[config.mk]
export PLATFORM = sky130hd
export DESIGN_NAME = mpy_seq
export DESIGN_NICKNAME = d
export VERILOG_FILES = /design/src/rtl/mpy_pkg.sv /design/src/rtl/mpy_step.sv /design/src/rtl/mpy_seq.sv
export SDC_FILE = /design/constraint.sdc
export NUM_CORES = 1
export LEC_CHECK = 0
export CAP_MARGIN = 25
export CORE_AREA = 2 2 200 202
export DETAILED_ROUTE_END_ITERATION = 7
export DIE_AREA = 0 0 202 204
export PLACE_DENSITY_LB_ADDON = 0.25
export REMOVE_ABC_BUFFERS = 1
export SYNTH_ARGS = -nofsm -noshare
export SYNTH_HDL_FRONTEND = slang
export SYNTH_SLANG_ARGS = --single-unit
[constraint.sdc]
create_clock -name clk -period 4.45 [get_ports clk]
set_input_delay 1.335 -clock clk [delete_from_list [all_inputs] [get_ports clk]]
set_output_delay 1.335 -clock clk [all_outputs]
set_load 0.05 [all_outputs]
[src/rtl/mpy_pkg.sv]
// Shared definitions for the sequential multiplier and the future divider:
// the FSM state encoding, the default operand width, and the sign-handling
// helpers that both engines use.
package mpy_pkg;

  // Default operand width for the MULT/MULTU path.
  localparam int MPY_DEFAULT_WIDTH = 32;

  // Widest operand the helpers below can handle. Callers zero-extend their
  // operands to this width and slice the result back down.
  localparam int MPY_MAX_W = 64;

  // Engine states: waiting for a request, or iterating.
  typedef enum logic {
    IDLE = 1'b0,
    CALC = 1'b1
  } mpy_state_e;

  // Magnitude of a two's-complement value. The caller supplies the operand's
  // own sign bit because the operand has been zero-extended to MPY_MAX_W;
  // only the caller's low WIDTH bits of the result are meaningful.
  // -2^(WIDTH-1) maps to 2^(WIDTH-1), which still fits unsigned WIDTH bits.
  function automatic logic [MPY_MAX_W-1:0] abs_val(
    input logic [MPY_MAX_W-1:0] v,
    input logic                 is_neg
  );
    logic [MPY_MAX_W-1:0] r;
    if (is_neg) begin
      r = ~v + MPY_MAX_W'(1);
    end else begin
      r = v;
    end
    return r;
  endfunction

  // Two's-complement negation of a double-width product. Negation modulo
  // 2^N is exact in the low N bits, so the caller slices what it needs.
  function automatic logic [2*MPY_MAX_W-1:0] negate2w(
    input logic [2*MPY_MAX_W-1:0] v
  );
    return ~v + (2*MPY_MAX_W)'(1);
  endfunction

endpackage

[src/rtl/mpy_step.sv]
// One radix-2 shift-add iteration: conditionally add the multiplicand into
// the upper accumulator half, then shift {carry, acc_hi, multiplier} right.
module mpy_step #(
  parameter int WIDTH = 32
) (
  input  logic             carry_i,
  input  logic [WIDTH-1:0] acc_i,
  input  logic [WIDTH-1:0] mplier_i,
  input  logic [WIDTH-1:0] mcand_i,
  output logic             carry_o,
  output logic [WIDTH-1:0] acc_o,
  output logic [WIDTH-1:0] mplier_o
);

  logic [WIDTH:0] sum_s;

  // Add-then-shift for a single multiplier bit.
  always_comb begin
    sum_s = {carry_i, acc_i};
    if (mplier_i[0]) begin
      sum_s = {carry_i, acc_i} + {1'b0, mcand_i};
    end else begin
      sum_s = {carry_i, acc_i};
    end
    // The carry is folded into the accumulator by the shift, so the carry
    // slot always refills with zero.
    carry_o  = 1'b0;
    acc_o    = sum_s[WIDTH:1];
    mplier_o = {sum_s[0], mplier_i[WIDTH-1:1]};
  end

endmodule

[src/rtl/mpy_seq.sv]
// Multi-cycle signed/unsigned multiplier for MULT/MULTU. Operand magnitudes
// are multiplied one bit per cycle and the sign is re-applied on the final
// iteration, so Y_hi/Y_lo only ever change to a complete product.
// Supports 4 <= WIDTH <= mpy_pkg::MPY_MAX_W.
module mpy_seq
  import mpy_pkg::*;
#(
  parameter int WIDTH = MPY_DEFAULT_WIDTH,
  parameter int CNT_W = $clog2(WIDTH) + 1
) (
  input  logic             clk,
  input  logic             reset,
  input  logic             start,
  input  logic             sgn,
  input  logic [WIDTH-1:0] S,
  input  logic [WIDTH-1:0] T,
  output logic             busy,
  output logic             done,
  output logic [WIDTH-1:0] Y_hi,
  output logic [WIDTH-1:0] Y_lo
);

  // Counter value seen on the edge that completes the final iteration.
  localparam logic [CNT_W-1:0] LAST_ITER = CNT_W'(WIDTH - 1);

  mpy_state_e         state_q;
  logic [CNT_W-1:0]   cnt_q;
  logic               carry_q;
  logic [WIDTH-1:0]   acc_q;
  logic [WIDTH-1:0]   mplier_q;
  logic [WIDTH-1:0]   mcand_q;
  logic               neg_q;
  logic               busy_q;
  logic               done_q;
  logic [WIDTH-1:0]   y_hi_q;
  logic [WIDTH-1:0]   y_lo_q;

  logic               carry_d;
  logic [WIDTH-1:0]   acc_d;
  logic [WIDTH-1:0]   mplier_d;

  logic [MPY_MAX_W-1:0]   s_abs_s;
  logic [MPY_MAX_W-1:0]   t_abs_s;
  logic [WIDTH-1:0]       s_mag_s;
  logic [WIDTH-1:0]       t_mag_s;
  logic                   neg_in_s;
  logic [2*WIDTH-1:0]     prod_raw_s;
  logic [2*MPY_MAX_W-1:0] prod_neg_s;
  logic [2*WIDTH-1:0]     prod_fix_s;

  mpy_step #(
    .WIDTH (WIDTH)
  ) u_step (
    .carry_i  (carry_q),
    .acc_i    (acc_q),
    .mplier_i (mplier_q),
    .mcand_i  (mcand_q),
    .carry_o  (carry_d),
    .acc_o    (acc_d),
    .mplier_o (mplier_d)
  );

  // Operand magnitudes and result sign, captured when a request is accepted.
  always_comb begin
    s_abs_s  = abs_val(MPY_MAX_W'(S), S[WIDTH-1]);
    t_abs_s  = abs_val(MPY_MAX_W'(T), T[WIDTH-1]);
    neg_in_s = sgn & (S[WIDTH-1] ^ T[WIDTH-1]);
    if (sgn) begin
      s_mag_s = s_abs_s[WIDTH-1:0];
      t_mag_s = t_abs_s[WIDTH-1:0];
    end else begin
      s_mag_s = S;
      t_mag_s = T;
    end
  end

  // Sign fix-up of the product formed by the final iteration.
  always_comb begin
    prod_raw_s = {acc_d, mplier_d};
    prod_neg_s = negate2w((2*MPY_MAX_W)'(prod_raw_s));
    if (neg_q) begin
      prod_fix_s = prod_neg_s[2*WIDTH-1:0];
    end else begin
      prod_fix_s = prod_raw_s;
    end
  end

  // Control FSM, iteration datapath and registered result/handshake outputs.
  always_ff @(posedge clk or negedge reset) begin
    if (!reset) begin
      state_q  <= IDLE;
      cnt_q    <= '0;
      carry_q  <= 1'b0;
      acc_q    <= '0;
      mplier_q <= '0;
      mcand_q  <= '0;
      neg_q    <= 1'b0;
      busy_q   <= 1'b0;
      done_q   <= 1'b0;
      y_hi_q   <= '0;
      y_lo_q   <= '0;
    end else begin
      case (state_q)
        IDLE: begin
          done_q <= 1'b0;
          if (start) begin
            mcand_q  <= s_mag_s;
            mplier_q <= t_mag_s;
            acc_q    <= '0;
            carry_q  <= 1'b0;
            neg_q    <= neg_in_s;
            cnt_q    <= '0;
            busy_q   <= 1'b1;
            state_q  <= CALC;
          end else begin
            busy_q   <= 1'b0;
            state_q  <= IDLE;
          end
        end
        CALC: begin
          // start is deliberately not looked at here: a request while busy
          // must leave the operation in flight untouched.
          carry_q  <= carry_d;
          acc_q    <= acc_d;
          mplier_q <= mplier_d;
          cnt_q    <= cnt_q + CNT_W'(1);
          if (cnt_q == LAST_ITER) begin
            y_hi_q  <= prod_fix_s[2*WIDTH-1:WIDTH];
            y_lo_q  <= prod_fix_s[WIDTH-1:0];
            done_q  <= 1'b1;
            busy_q  <= 1'b0;
            state_q <= IDLE;
          end else begin
            done_q  <= 1'b0;
            busy_q  <= 1'b1;
            state_q <= CALC;
          end
        end
        default: begin
          busy_q  <= 1'b0;
          done_q  <= 1'b0;
          state_q <= IDLE;
        end
      endcase
    end
  end

  assign busy = busy_q;
  assign done = done_q;
  assign Y_hi = y_hi_q;
  assign Y_lo = y_lo_q;

endmodule

==> results of run 1 <==
[critical path, stage by stage (launching register included)]
cell and delay, ps:
dfrtp_1 430, or4_4 570, or4_1 470, or2_4 270, or4_4 490, or3_4 380, or3_1 440, nor3_4 200
nand3_2 160, o41ai_2 380, xnor2_1 110, mux2_4 260
[logic make-up (layout without fill, tap and decap cells)]
family,count (synthesis),after routing,share of synthesized area [%]
and+or+nand+nor,505,505,20.72
AOI/OAI and AO/OA,445,445,22.90
DFF,169,169,36.55
xor gates and xnor gates,128,128,9.689
buffers and inverters,107,241,3.482
adders and majority gates,37,37,4.066
muxes,29,29,2.595
other,0,1,0
[layout make-up]
| class | instances | area (sq um) |
|---|---|---|
| sequential | 169 | 4235 |
| inverter | 27 | 101.3 |
| clock inverter | 12 | 140.1 |
| antenna | 1 | 2.502 |
| tap | 525 | 656.9 |
| timing repair buffer | 182 | 1720 |
| clock buffer | 20 | 446.7 |
| multi-input combinational | 1144 | 6975 |
| fill | 4024 | 24910 |
[routing by layer]
metal	global-route usage, %	part of all wire (%)	vias up
met5	0	0	-
met4	5.830	2.4	0
li1	-	-	5275
met3	2.758	4.3	40
met2	28.84	46	216
met1	23.53	47	4927
[synth_stat cells (13+ instances only)]
cell type,instances,share of area (%)
nor2_1,63,2.0
xor2_1,75,5.7
a21oi_1,65,2.8
or3_1,14,0.76
inv_1,27,0.88
mux2i_1,24,2.1
dfrtp_1,169,37
nor3_1,26,1.1
nand2b_1,43,2.3
or4_1,13,0.84
nand3_1,28,1.2
o21ai_1,18,0.78
o31ai_1,35,2.3
o21ai_0,221,9.6
ha_1,36,3.9
clkbuf_1,70,2.3
xnor2_1,53,4.0
nand2_1,253,8.2
[state kept, by name, indices dropped and copies added, names as in the netlist]
register and cells:
acc_q 32, done 1, Y_hi 32, mcand_q 32, mplier_q 32, busy 1
Y_lo 32, neg_q 1, cnt_q 6
[power groups by stage]
stage	sequential (uW)	clock [uW]	combinational (uW)
final	2980	1540	7200
after global routing	3090	1640	8020
after CTS	2980	1580	7190
after detailed placement	2990	0	7160
after global placement	2990	0	7100
after floorplan	3690	0	4150
[how the worst max path moves through the flow]
| stage | from | end | slack [ps] | cells past startpoint |
|---|---|---|---|---|
| after floorplan | busy | Y_hi[31] | -1270 | 4 |
| final | mplier_q[13] | Y_hi[31] | 170 | 11 |
| after global placement | T[17] | mplier_q[29] | 130 | 12 |
| after detailed placement | T[17] | mplier_q[29] | 90 | 12 |
| after CTS | acc_q[0] | Y_hi[31] | 90 | 15 |
| after global routing | mplier_q[13] | Y_hi[31] | 2 | 11 |
[stage by stage]
step / hold slack (ps) / TNS (ps) / power [uW] / setup slack, ps / cells
after floorplan: 447.5 / -65190 / 7838 / -1274 / 1340
after global placement: 463.5 / 0 / 10090 / 131.7 / 2047
after detailed placement: 470.1 / 0 / 10150 / 87.22 / 2047
after CTS: 487.0 / 0 / 11750 / 89.07 / 2079
after global routing: 509.7 / 0 / 12750 / 2.168 / 2079
final: 476.7 / 0 / 11720 / 165.9 / 2080
[timing repair]
action,CTS,global route
endpoints found under the setup margin,0,14
gates resized for setup,0,6
hold endpoints to repair,0,0
==> results.yml, run 1 <==
outcome:
  outcome: "finished, final reports clean"
clock_tree:
  clk_pin_slew_ps: 70
  cts_setup_buffers: 0
  clk_latency_ps: 460
  clk_path_buf_depth: 2
  hold_buffers: 0
  numClockSinks: 169
  cts_tree: "built"
  cts_buffers: 17
  root_buffer: "clkbuf_16"
  h-tree-depth: 4
worst_setup_path:
  rr_startpoint: "mplier_q[13]"
  r2r_setup_slack_ps: 170
  start_kind: "register"
  critical_path_arrival_ps: 4620
  crit_type: "reg2reg"
  worstPathRequired_ps: 4780
  worst_r2r_path_depth: 11
  r2r_end: "Y_hi[31]"
  worstSetupEndpointType: "register"
  cp_max_fo: 6
floorplanning:
  start_util_pct: 29.53
  core_area_sq_mm: 0.03918
  rows: 73
  die_h_microns: 204
  dieArea_sq_mm: 0.04121
  die_w_microns: 202
  ios: 134
power_and_ir_drop:
  switching_share_pct: 50.05
  powerDensity_mw_per_mm2: 820.9
  power_frac_comb_pct: 61.5
  leakage_uw: 0.005884
  p_switching_uw: 5866
  ir_worst_vdd_mv: 0.4243
  p_seq_share_pct: 25.4
  intPower_uw: 5855
  clock_power_share_pct: 13.1
routing:
  wl_per_cell_microns: 16.87
  dr.pass1.iters: 5
  antenna_left: 0
  dr.first_iter.drc_count: 511
  via_per_inst: 5.028
  wirelength_mm: 35.09
  route.vias.total: 10460
  drc_errors: 0
layout:
  fin_util_pct: 36.44
  final_cell_mix: "nand2_1, o21ai_0, dfrtp_1"
  nNetsFinal: 1646
  layout-drive-gt1-share_pct: 7.336
  final_cell_area_sq_mm: 0.01428
  syn_to_final_growth_pct: 23.40
  final_common_cell: "nand2_1"
synthesis:
  seq_area_frac_synth_pct: 36.55
  synth-seq-cells: 169
  syn_avg_cell_area_sq_um: 8.149
  syn-cell-area_sq_mm: 0.01157
  synth-async-reset-ratio_pct: 100.0
  yosysWarnings: 0
  synth_cells: 1420
  synth_cell_types: 67
  synth_edf_count: 0
  synth_flop_cell: "dfrtp_1"
sta:
  min_period_ps: 4284
  drv_slew: 0
  hold_violations: 0
  post-route-period-util_pct: 96.27
  finalSetupViolCount: 0
  rsz0062_at_grt: "no"
  clock-skew-final_ps: 13.49
  worstMarginPinSlew_ps: 761.7
  timing.slew.headroom_pct: 49.22
  fmax_ghz: 0.2334
hold_path:
  hold_class: "reg2reg"
  hold_end: "Y_hi[20]"
  hold_depth: 2
  hold_start: "Y_hi[20]"
global_routing:
  grt_pass1_wl_mm: 57.44
  grt_start_max_net_pins: 76
  grt_overflow: 0
  grt_pass1_vias: 10510
  grt_antenna_before_repair: 0
  track_usage_pct: 17.55
placed_design:
  place_area_sq_mm: 0.01367
  gp_congestion: 0.8567
  portBuffers: 133
  dpl.hpwl_mm: 26.11
run:
  drv_cap: 0
Note: power is estimated with default switching activity, not from simulation.
==> inputs of run 2 (changes only) <==
Settings changed: CORE_AREA 2 2 200 202 to 2 2 174 176, DIE_AREA 0 0 202 204 to 0 0 176 178, RECOVER_POWER set to 50.
==> run 2 against run 1 <==
The run now ends with max-capacitance violations, max-slew violations left. Highest routed layer unchanged. Non-clock buffer count fell by 2. Hold slack improved by 1.1 ps. Core utilization rose by 11 points. Clock power rose by 6%. Cell area fell by 1.4%. First-iteration DRC count rose by 58%. Wire length fell by 6.5%.
==> results.yml, run 2 (same netlist as run 1, synthesis figures left out) <==
outcome:
  outcome: "finished, violations left"
  violations: "max-capacitance violations, max-slew violations"
worst_setup_path:
  rr_startpoint: "mplier_q[13]"
  crit_chain: "or4_4 -> or4_1 -> or2_4 -> or4_1 -> or3_4 -> o21ai_2 -> nor4b_4 -> buf_4 -> o211ai_1 -> o41ai_2 -> xnor2_1 -> o21ai_1"
  crit_buf_inv: 1
  r2r_end: "Y_hi[30]"
  critical_path_arrival_ps: 4550
  worstPathRequired_ps: 4740
  cp.depth: 12
  crit_path_start: "mplier_q[13]"
  crit_type: "reg2reg"
  cp_max_fo: 7
  worst_r2r_path_depth: 12
  critPathTopFamily: "simple AND/OR/NAND/NOR gates"
  start_kind: "register"
  endpoint: "Y_hi[30]"
  crit_top_cell: "or4_1"
  r2r_setup_slack_ps: 200
  cpPeakStageDelay_ps: 570
  slowest_stage: "or4_4"
  worstSetupEndpointType: "register"
sta:
  post-route-period-util_pct: 95.61
  clock-skew-final_ps: 14.39
  finalSetupViolCount: 0
  rsz0062_at_grt: "no"
  worstMarginPinSlew_ps: 2439
  fmax_ghz: 0.2350
  drv_slew: 145
  timing.slew.headroom_pct: -62.60
  layout_setup_ws_ps: 195.5
  hold_violations: 0
  tns_ps: 0
  min_period_ps: 4254
power_and_ir_drop:
  powerDensity_mw_per_mm2: 834.2
  finalPower_uw: 11750
  leakage_uw: 0.005877
  ir_worst_vdd_mv: 0.3092
layout:
  nNetsFinal: 1644
  final_common_cell: "nand2_1"
  syn_to_final_growth_pct: 21.70
  final_cell_mix: "nand2_1, o21ai_0, dfrtp_1"
  stdcell_count: 1942
  n_antenna_cell: 0
  nFillCells: 2860
  layout-drive-gt1-share_pct: 6.959
routing:
  dr.first_iter.drc_count: 806
  wl_per_cell_microns: 16.89
  drc_errors: 0
  dr.pass1.iters: 6
  route.vias.total: 10520
  antenna_left: 0
  wirelength_mm: 32.80
  via_per_inst: 5.417
hold_path:
  hold_class: "reg2reg"
clock_tree:
  clk_pin_slew_ps: 80
  clk_latency_ps: 440
  numClockSinks: 169
  clk_path_buf_depth: 2
  cts_tree: "built"
  h-tree-depth: 4
  root_buffer: "clkbuf_16"
  cts_buffers: 17
global_routing:
  track_usage_pct: 21.32
  grt_antenna_before_repair: 0
  grt_overflow: 0
  grt_start_max_net_pins: 125
  grt_pass1_vias: 10170
  grt_pass1_wl_mm: 52.99
floorplanning:
  die_h_microns: 178
  dieArea_sq_mm: 0.03133
  die_w_microns: 176
  ios: 134
  rows: 63
  start_util_pct: 39.35
  core_area_sq_mm: 0.02940
placed_design:
  portBuffers: 133
  place_inst: 1910
  preCtsSetupSlack_ps: 102.1
  dpl.hpwl_mm: 24.03
  gp_congestion: 0.8902
run:
  drv_cap: 2
run 2: stage by stage:
stage | utilization, % | hold slack [ps] | instance area [sq um]
detailed placement | 45.82 | 467.7 | 13470
CTS | 47.94 | 484.9 | 14100
global placement | 45.82 | 463.5 | 13470
finish | 47.90 | 477.7 | 14080
global route | 47.90 | 502.2 | 14080
floorplan | - | 447.5 | 11270
run 2: worst min-delay path by stage:
stage	startpoint	endpoint	depth (start not counted)
floorplan	cnt_q[5]	cnt_q[5]	1
global placement	Y_hi[10]	Y_hi[10]	2
detailed placement	Y_hi[10]	Y_hi[10]	2
CTS	Y_hi[10]	Y_hi[10]	2
global route	Y_hi[11]	Y_hi[11]	2
finish	Y_hi[25]	Y_hi[25]	2
run 2: cell type report:
class | instances | area [sq um] | area share [%]
Multi-Input combinational cell | 1144 | 6960 | 49.43
Tap cell | 390 | 488.0 | 3.465
Sequential cell | 169 | 4235 | 30.08
Clock buffer | 19 | 442.9 | 3.145
Timing Repair Buffer | 180 | 1673 | 11.88
Inverter | 27 | 101.3 | 0.7197
Clock inverter | 13 | 181.4 | 1.288
run 2: worst min-delay path: cells and delay by family (launching register included):
family	cells	cell delay, ps
flip-flops	1	350
AO/OA/AOI/OAI	1	50
AND/OR/NAND/NOR	1	40
run 2: what timing repair did:
item,CTS,global route
setup endpoints to repair,0,6
hold buffers,0,0
gates resized for setup,0,3
buffers inserted,0,0
run 2: metal layers:
| metal | up-vias | GRT usage [%] | wire length, microns |
|---|---|---|---|
| met5 | - | 0 | 0 |
| met4 | 0 | 5.579 | 500 |
| met3 | 29 | 2.856 | 1539 |
| met2 | 248 | 36.66 | 15680 |
| met1 | 4957 | 28.35 | 15070 |
| li1 | 5286 | - | - |
run 2: power by group:
part           switching (uW)  internal (uW)  leakage [uW]
sequential                728           2250       0.00213
combinational            4390           2740       0.00345
clock                     716            920      0.000302
total                    5830           5920       0.00588
